### config.mk
export PLATFORM = sky130hd
export DESIGN_NAME = inj_sched_rr
export DESIGN_NICKNAME = d
export VERILOG_FILES = /design/src/rtl/inj_sched_rr.sv
export SDC_FILE = /design/constraint.sdc
export NUM_CORES = 1
export LEC_CHECK = 0
export ABC_AREA = 1
export CAP_MARGIN = 30
export CORE_AREA = 2 2 128 130
export DETAILED_ROUTE_END_ITERATION = 8
export DIE_AREA = 0 0 130 132
export GPL_TIMING_DRIVEN = 0
export HOLD_SLACK_MARGIN = 0.15
export MAX_ROUTING_LAYER = met4
export PLACE_DENSITY_LB_ADDON = 0.15
export SYNTH_ARGS = -nofsm -noshare
export SYNTH_HDL_FRONTEND = slang
export SYNTH_SLANG_ARGS = --single-unit
### constraint.sdc
create_clock -name clk -period 2.3 [get_ports clk]
set_clock_uncertainty 0.15 [all_clocks]
set_input_delay 0.345 -clock clk [delete_from_list [all_inputs] [get_ports clk]]
set_output_delay 0.345 -clock clk [all_outputs]
set_load 0.02 [all_outputs]
### src/rtl/inj_sched_rr.sv
// Round-robin injection scheduler: grants each traffic ROM up to QUANTUM word requests, merges returns into one flit port.
// Latency: a flit is visible 1 cycle after capture; backpressure withholds src_enable once FIFO + in-flight reaches FDEPTH.
`timescale 1ns/1ps
module inj_sched_rr #(
    parameter int N_SRC     = 4,
    parameter int DW        = 20,
    parameter int BURST_LEN = 30,
    parameter int QUANTUM   = 4,
    parameter int GAP       = 1,
    parameter int FDEPTH    = 4
) (
    input  logic                       clk,
    input  logic                       rst,
    input  logic                       start,
    output logic [N_SRC-1:0]           src_enable,
    input  logic [N_SRC-1:0]           src_valid,
    input  logic [N_SRC*DW-1:0]        src_data,
    output logic [DW-1:0]              flit_out,
    output logic [$clog2(N_SRC)-1:0]   flit_src,
    output logic                       flit_valid,
    input  logic                       flit_ready,
    output logic                       busy,
    output logic                       all_done,
    output logic                       err_stray
);
    localparam int SW = $clog2(N_SRC);
    localparam int RW = $clog2(BURST_LEN + 1);
    localparam int QW = $clog2(QUANTUM + 1);
    localparam int GW = $clog2(GAP + 1);
    localparam int AW = $clog2(FDEPTH);
    localparam int CW = AW + 1;

    typedef enum logic [2:0] {S_IDLE, S_ARB, S_STREAM, S_GAP, S_DRAIN, S_DONE} state_t;

    state_t             state, state_nxt;
    logic [SW-1:0]      ptr, g, pick_idx, inflight_src, cap_idx;
    logic [QW-1:0]      qcnt;
    logic [GW-1:0]      gcnt;
    logic [RW-1:0]      rem     [N_SRC];
    logic [RW-1:0]      rem_req [N_SRC];
    logic [N_SRC-1:0]   act, expect_mask;
    logic               inflight, pick_found, can_req, activate, reload;
    logic               cap_vld, push, pop, stray_hit;
    logic [DW-1:0]      cap_dat;

    logic [SW+DW-1:0]   mem [FDEPTH];
    logic [AW-1:0]      wr_ptr, rd_ptr;
    logic [CW-1:0]      fcount;

    // First source at/after ptr with requests left; descending scan so the nearest wins.
    always_comb begin
        pick_found = 1'b0;
        pick_idx   = '0;
        for (int k = N_SRC - 1; k >= 0; k--) begin
            if (rem_req[(int'(ptr) + k) % N_SRC] != '0) begin
                pick_found = 1'b1;
                pick_idx   = SW'((int'(ptr) + k) % N_SRC);
            end
        end
    end

    // Requests count the word already in flight so the FIFO can never overflow.
    assign activate = (state == S_STREAM) && !act[g];
    assign can_req  = (state == S_STREAM) && act[g] && (rem_req[g] != '0) &&
                      (qcnt < QW'(QUANTUM)) && ((fcount + CW'(inflight)) < CW'(FDEPTH));
    assign reload   = start && ((state == S_IDLE) || (state == S_DONE));

    always_comb begin
        src_enable  = '0;
        expect_mask = '0;
        cap_idx     = '0;
        for (int i = N_SRC - 1; i >= 0; i--) begin
            src_enable[i]  = (can_req || activate) && (g == SW'(i));
            expect_mask[i] = inflight && (inflight_src == SW'(i));
            if (src_valid[i]) cap_idx = SW'(i);
        end
    end

    assign cap_vld    = |src_valid;
    assign cap_dat    = src_data[cap_idx*DW +: DW];
    assign stray_hit  = |(src_valid & ~expect_mask);
    assign flit_valid = (fcount != '0);
    assign pop        = flit_valid && flit_ready;
    assign push       = cap_vld && ((fcount != CW'(FDEPTH)) || pop);
    assign flit_out   = flit_valid ? mem[rd_ptr][DW-1:0] : '0;
    assign flit_src   = flit_valid ? mem[rd_ptr][SW+DW-1:DW] : '0;
    assign busy       = (state == S_ARB) || (state == S_STREAM) || (state == S_GAP) || (state == S_DRAIN);
    assign all_done   = (state == S_DONE);

    always_comb begin
        state_nxt = state;
        case (state)
            S_IDLE:   if (start) state_nxt = S_ARB;
            S_ARB:    state_nxt = pick_found ? S_STREAM : S_DRAIN;
            S_STREAM: if (can_req && ((qcnt == QW'(QUANTUM - 1)) || (rem_req[g] == RW'(1))))
                          state_nxt = S_GAP;
            S_GAP:    if (gcnt == GW'(GAP - 1)) state_nxt = S_ARB;
            S_DRAIN:  if ((fcount == '0) && !inflight) state_nxt = S_DONE;
            S_DONE:   if (start) state_nxt = S_ARB;
            default:  state_nxt = S_IDLE;
        endcase
    end

    always_ff @(posedge clk or negedge rst) begin
        if (!rst) begin
            state        <= S_IDLE;
            ptr          <= '0;
            g            <= '0;
            qcnt         <= '0;
            gcnt         <= '0;
            inflight     <= 1'b0;
            inflight_src <= '0;
            err_stray    <= 1'b0;
            act          <= '0;
            for (int i = 0; i < N_SRC; i++) begin
                rem[i]     <= RW'(BURST_LEN);
                rem_req[i] <= RW'(BURST_LEN);
            end
        end else begin
            state    <= state_nxt;
            inflight <= can_req;
            gcnt     <= (state == S_GAP) ? gcnt + 1'b1 : '0;
            if (can_req) begin
                inflight_src <= g;
                rem_req[g]   <= rem_req[g] - 1'b1;
                qcnt         <= qcnt + 1'b1;
            end
            if (stray_hit) err_stray <= 1'b1;
            if ((state == S_ARB) && pick_found) begin
                g    <= pick_idx;
                qcnt <= '0;
            end
            if ((state == S_GAP) && (state_nxt == S_ARB))
                ptr <= (g == SW'(N_SRC - 1)) ? '0 : g + 1'b1;
            if (activate) act[g] <= 1'b1;
            for (int i = 0; i < N_SRC; i++)
                if (src_valid[i] && (rem[i] != '0)) rem[i] <= rem[i] - 1'b1;
            if (reload) begin
                ptr <= '0;
                act <= '0;
                for (int i = 0; i < N_SRC; i++) begin
                    rem[i]     <= RW'(BURST_LEN);
                    rem_req[i] <= RW'(BURST_LEN);
                end
            end
        end
    end

    always_ff @(posedge clk or negedge rst) begin
        if (!rst) begin
            wr_ptr <= '0;
            rd_ptr <= '0;
            fcount <= '0;
        end else begin
            if (push) wr_ptr <= wr_ptr + 1'b1;
            if (pop)  rd_ptr <= rd_ptr + 1'b1;
            fcount <= fcount + CW'(push) - CW'(pop);
        end
    end

    always_ff @(posedge clk) begin
        if (push) mem[wr_ptr] <= {cap_idx, cap_dat};
    end
endmodule
Word-level counts from Yosys, hierarchy flattened
Memory sizes are Yosys's and may differ from the RTL's.
Index checks and enable logic that the tools add are counted.
- reduce and logical (&&, ||, !) cells: 51
- $lt $le $gt $ge: 10
- equality and inequality tests: 15
- shifts and indexed selects: 1
- bitwise gates (word level): 11
- multiplexer cells: 54
- add/sub/neg operators: 12
- multiply operators: 1
- operators with widths (operator ; number):
    >= comparator 32 x 3 -> 1 bit, second input constant ; 4
    NOT 32 bit ; 3
    indexed part select 80 x 8 -> 20 bit ; 1
    2-to-1 mux 20 bit ; 3
    2-to-1 mux 5 bit ; 11
    binary-select mux 5 bit (select 2 bit) ; 5
    NOT 2 -> 32 bit ; 1
    nonzero test 5 bit ; 5
    2-to-1 mux 2 bit ; 12
    logical AND 1 bit ; 22
    2-to-1 mux 3 bit ; 7
    bitwise mux 20 bit ; 1
    case mux 3 bit (5 select lines) ; 1
    demux 5 bit (select 2 bit) ; 1
    equality test 3 x 2 -> 1 bit, second input constant ; 3
    2-to-1 mux 1 bit ; 9
    adder 2 x 1 -> 2 bit, second input constant ; 4
    equality test 2 bit, second input constant ; 4
    2-to-1 mux 4 bit ; 2
    nonzero test 2 bit ; 4
    OR reduction 2 bit ; 4
    OR reduction 4 bit ; 2
    logical OR 1 bit ; 7
    adder 3 x 1 -> 3 bit ; 2
    27 further kinds ; 37
- bits of input ports: 88
- register bits after elaboration: 46
- bits in writable memories: 88
- memories: 1
- word-level logic and storage cells: 172
- output and inout port bits: 30
- memory list (memory ; depth ; width ; rd ports ; clocked after Yosys merged registers in ; wr ports ; RTL line ; source):
    mem ; 4 ; 22 ; 1 ; 0 ; 1 ; 46 ; logic [SW+DW-1:0] mem [FDEPTH];

Longest topological paths before layout
- depth after elaboration: 18
- mapped depth: 15
- mapped depth without buffers: 14

Worst setup path after synthesis
No wires, ideal clock.
- path kind: reg-to-output
- from: register g[0]
- to: output port src_enable[3]
- buffers on the path: 2
- data arrival time: 1747 ps
- setup slack: 58 ps
- required time: 1805 ps
- stages on the path, launching flop included: 14
- cells stage by stage: dfrtp_1 buf_6 buf_8 nand2_1 nand3_1 nand2_1 ha_1 inv_1 a21oi_2 nand3b_2 nand2_2 inv_1 nand2_1 nand2_1
- longest elaborated chain between the ends: 10
- elaborated cells on any way between the ends: 16
- those cells by class: eq/ne (1); mux (5); bitwise (1); reduce/logical (9)
- RTL lines (element ; RTL line ; source):
    from (decl) ; 36 ; logic [SW-1:0] ptr, g, pick_idx, inflight_src, cap_idx;
    from (signal assigned) ; 130 ; g <= pick_idx;
    NOT 2 -> 3 bit (not written as such) ; 64 ; assign can_req = (state == S_STREAM) && act[g] && (rem_req[g] != '0) &&
    binary-select mux 5 bit (select 2 bit) ; 64 ;
    2-to-1 mux 5 bit (not written as such) (2 in a row) ; 64 ;
    nonzero test 5 bit ; 64 ;
    logical AND 1 bit (*) (2 in a row) ; 64 ;
    logical AND 1 bit (*) ; 65 ; (qcnt < QW'(QUANTUM)) && ((fcount + CW'(inflight)) < CW'(FDEPTH));
    named net can_req ; 42 ; logic inflight, pick_found, can_req, activate, reload;
    logical OR 1 bit (*) ; 73 ; src_enable[i] = (can_req || activate) && (g == SW'(i));
    logical AND 1 bit (*) ; 73 ;
    to (decl) ; 15 ; output logic [N_SRC-1:0] src_enable,
The timed path passes the listed nets; every way through them passes the cells marked *. The select of a mux whose other input is x is not followed.

Worst setup path in the final report
Ends and elaborated chain as after synthesis.

==> results.py <==
metrics = {
    "place": {
        "gp_congestion": 0.9298,
        "pre_cts_ws_ps": -730.1,
        "dpl.hpwl_um": 14760,
        "portBuffers": 117,
        "placed_cell_area_sq_um": 8517,
    },
    "timing": {
        "drv_slew": 0,
        "holdWs_ps": 279.6,
        "slew_headroom": 0.5089,
        "layout_setup_ws_ps": -296.8,
        "finalCritPeriodShare": 1.129,
        "final_hold_viol_count": 0,
        "rsz0062_at_grt": "true",
        "period_minus_slack_ps": 2597,
        "setup_viol": 4,
        "worst_pin_slew_ps": 735.9,
        "max_clock_freq_mhz": 385.1,
    },
    "logic_synthesis": {
        "postSynthAreaPerCell_sq_um": 8.744,
        "ys_async_sr_fraction": 0.3433,
        "syn_nets": 901,
        "ys.warnings.count": 0,
        "synth_edf_count": 88,
        "syn_area_sq_um": 6978,
        "ys.flop_type": "edfxtp_1",
        "synth_cells": 798,
        "synthTopCellsByArea": "edfxtp_1 38%, dfrtp_1 11%, nor2_1 9.6%, nand2_1 7.3%, o21ai_0 6.8%",
        "synth-seq-cells": 134,
        "yosysTopAreaCell": "edfxtp_1",
        "seq_area_frac_synth": 0.5465,
        "yosysUniqueCellTypes": 42,
        "synth_top_area_share": 0.3787,
    },
    "detailed_routing": {
        "met3_length_um": 1474,
        "routed-wl-met2_um": 10910,
        "drt_iter0_drc": 451,
        "ant_nets": 0,
        "wire_per_inst_um": 18.06,
        "wirelength_um": 21750,
        "vias_per_cell": 5.267,
        "top_layer_used": "met4",
        "drc": 0,
        "dr.pass1.iters": 5,
        "wl_met1_um": 9013,
        "via_count": 6341,
    },
    "cells_and_area": {
        "fin_area_sq_um": 9803,
        "final_net_count": 1078,
        "drive_above_1_share": 0.2217,
        "layout_common_cells": "162 x nor2_1, 117 x nand2_1, 88 x clkdlybuf4s50_1, 88 x edfxtp_1, 76 x o21ai_0",
        "layout_commonest_cell": "nor2_1",
        "diodes": 0,
        "final_util": 0.6239,
        "area_growth_pct": 40.49,
    },
    "clocking": {
        "h-tree-depth": 4,
        "root_buffer": "clkbuf_16",
        "clock_latency_ps": 420,
        "cts_buffer_depth": 2,
        "cts_tree": "done",
        "clkSinkCount": 134,
        "path_clk_slew_ps": 60,
        "numCtsBuffers": 17,
    },
    "critical_path": {
        "r2r_setup_slack_ps": 100,
        "criticalPathCategory": "flip-flop to primary output",
        "start_kind": "flip-flop",
        "path_max_fanout": 7,
        "r2r-start": "g[0]",
        "cpLargestDelayFamily": "simple AND/OR/NAND/NOR gates",
        "crit_buf_inv": 4,
        "crit_chain": "buf_8 > nand2_2 > nand3_2 > nand2_2 > ha_4 > inv_2 > a21oi_4 > nand3b_4 > nand2_8 > inv_8 > nand2_4 > nand2_4 > buf_6",
        "crit_arrival_ps": 2100,
        "reg2regPathDepth": 15,
        "max_stage_delay_ps": 450,
        "required_ps": 1800,
        "cp_slowest_cell": "dfrtp_2",
        "cp-end-kind": "primary output",
        "rr_endpoint": "rem_req[9]",
    },
    "grt": {
        "grt_max_degree": 25,
        "grt_usage": 0.2606,
        "grt_pass1_wl_um": 32800,
        "overflow": 0,
        "antenna_found_initial": 0,
        "grt_pass1_vias": 6108,
    },
    "floorplan": {
        "io_pins": 118,
        "initial_core_util": 0.4441,
        "die_h_um": 132,
        "std_cell_rows": 46,
        "die-area_sq_um": 17160,
        "core_area_sq_um": 15710,
        "die_w_um": 130,
    },
    "power_and_ir_drop": {
        "switching_power_uw": 5670,
        "pwr-share-comb": 0.508,
        "powerDensity_nw_per_um2": 1399,
        "seq_power_share": 0.298,
        "leakagePower_uw": 0.004172,
        "irDropWorstVdd_uv": 611.7,
        "p_clk_frac": 0.194,
        "switching_share": 0.4135,
        "p_int_uw": 8042,
    },
    "worst_hold_path": {
        "hold_path_class": "input pin to async pin",
    },
    "outcome": {
        "violations": "negative setup slack",
        "status": "finished with violations",
    },
    "job": {
        "drv_cap": 0,
    },
}
power groups by stage:
| stage | registers, uW | logic [uW] | clock network, uW |
|---|---|---|---|
| 2_1_floorplan | 3950 | 3620 | 0 |
| 3_3_place_gp | 4060 | 5630 | 0 |
| 3_5_place_dp | 4040 | 5860 | 0 |
| 4_1_cts | 4010 | 6280 | 2680 |
| 5_1_grt | 4160 | 7580 | 2790 |
| 6_report | 4080 | 6970 | 2660 |
cells by family after synthesis:
family | synth area share
XOR/XNOR | 0.009863
AND/OR/NAND/NOR | 0.2110
AO/OA/AOI/OAI | 0.1413
adder cells (fa/ha/maj) | 0.02797
buffers and inverters | 0.06330
flip-flops | 0.5465
per-stage QoR:
stage	TNS [ps]	total power [uW]	std cells
2_1_floorplan	0	7577	798
3_3_place_gp	-161080	9686	1131
3_5_place_dp	-57540	9905	1136
4_1_cts	-1305	12970	1189
5_1_grt	-1677	14540	1204
6_report	-1162	13710	1204
repair_timing:
item / 4_1_cts / 5_1_grt
cloned: 1 / 5
endpoints found under the setup margin: 55 / 108
gates resized for setup: 190 / 101
setup buffers: 19 / 12
endpoints found under the hold margin: 22 / 0
pin swaps: 12 / 30
hold buffers: 1 / 0
worst register-to-register path, stage by stage, from the launching register on:
cell      delay, ps
dfrtp_2         450
buf_8           160
nand2_2          60
nand3_2          60
nand2_2         100
ha_4            140
inv_2            40
a21oi_4         160
nand3b_4        120
nand2_8         100
buf_6           130
buf_12          140
nor2_4           50
nor2_4          150
nand2_1          70
nand2_1          70
flip-flops by register name, summed over array words and instances (netlist names):
signal        flops
wr_ptr            2
state             3
g                 2
qcnt              3
inflight          1
rem_req          20
rd_ptr            2
gcnt              1
mem              88
inflight_src      2
err_stray         1
fcount            3
act               4
ptr               2
area by class of cell:
class,instances,area [sq um]
inverters,69,289.0
flip-flops and latches,134,3819
repair buffers,159,1577
clock buffers,20,446.7
fillers,1337,5909
plain buffers,33,292.8
well taps,216,270.3
clock inverters,12,130.1
multi-input cells,561,2979
how the worst max path moves through the flow:
stage	start	end	slack [ps]	depth (start not counted)
floorplan	g[0]	src_enable[3]	60	13
global placement	src_valid[0]	mem[3][2]	-1200	5
detailed placement	g[0]	src_enable[2]	-730	14
CTS	g[0]	src_enable[3]	-330	14
global route	g[0]	src_enable[2]	-380	13
finish	g[0]	src_enable[3]	-300	13
synthesized netlist by cell type, types with 3 or more instances:
cell and instances:
inv_1 65, nand2_1 135, clkbuf_1 24, xor2_1 4
nand3_1 26, dfrtp_1 30, a41oi_1 4, a21oi_2 3
a21oi_1 45, o21ai_1 4, o22ai_1 21, dfstp_2 16
nor2_1 179, buf_1 3, edfxtp_1 88, o21ai_0 95
nor2_4 5, nor3_1 5, ha_1 14
metal layers:
metal,global-route usage,vias to the layer above
met2,0.4369,261
met1,0.3218,3006
li1,-,3043
met5,-,-
met4,0.07348,0
met3,0.04789,31
Note: power is estimated with default switching activity, not from simulation.
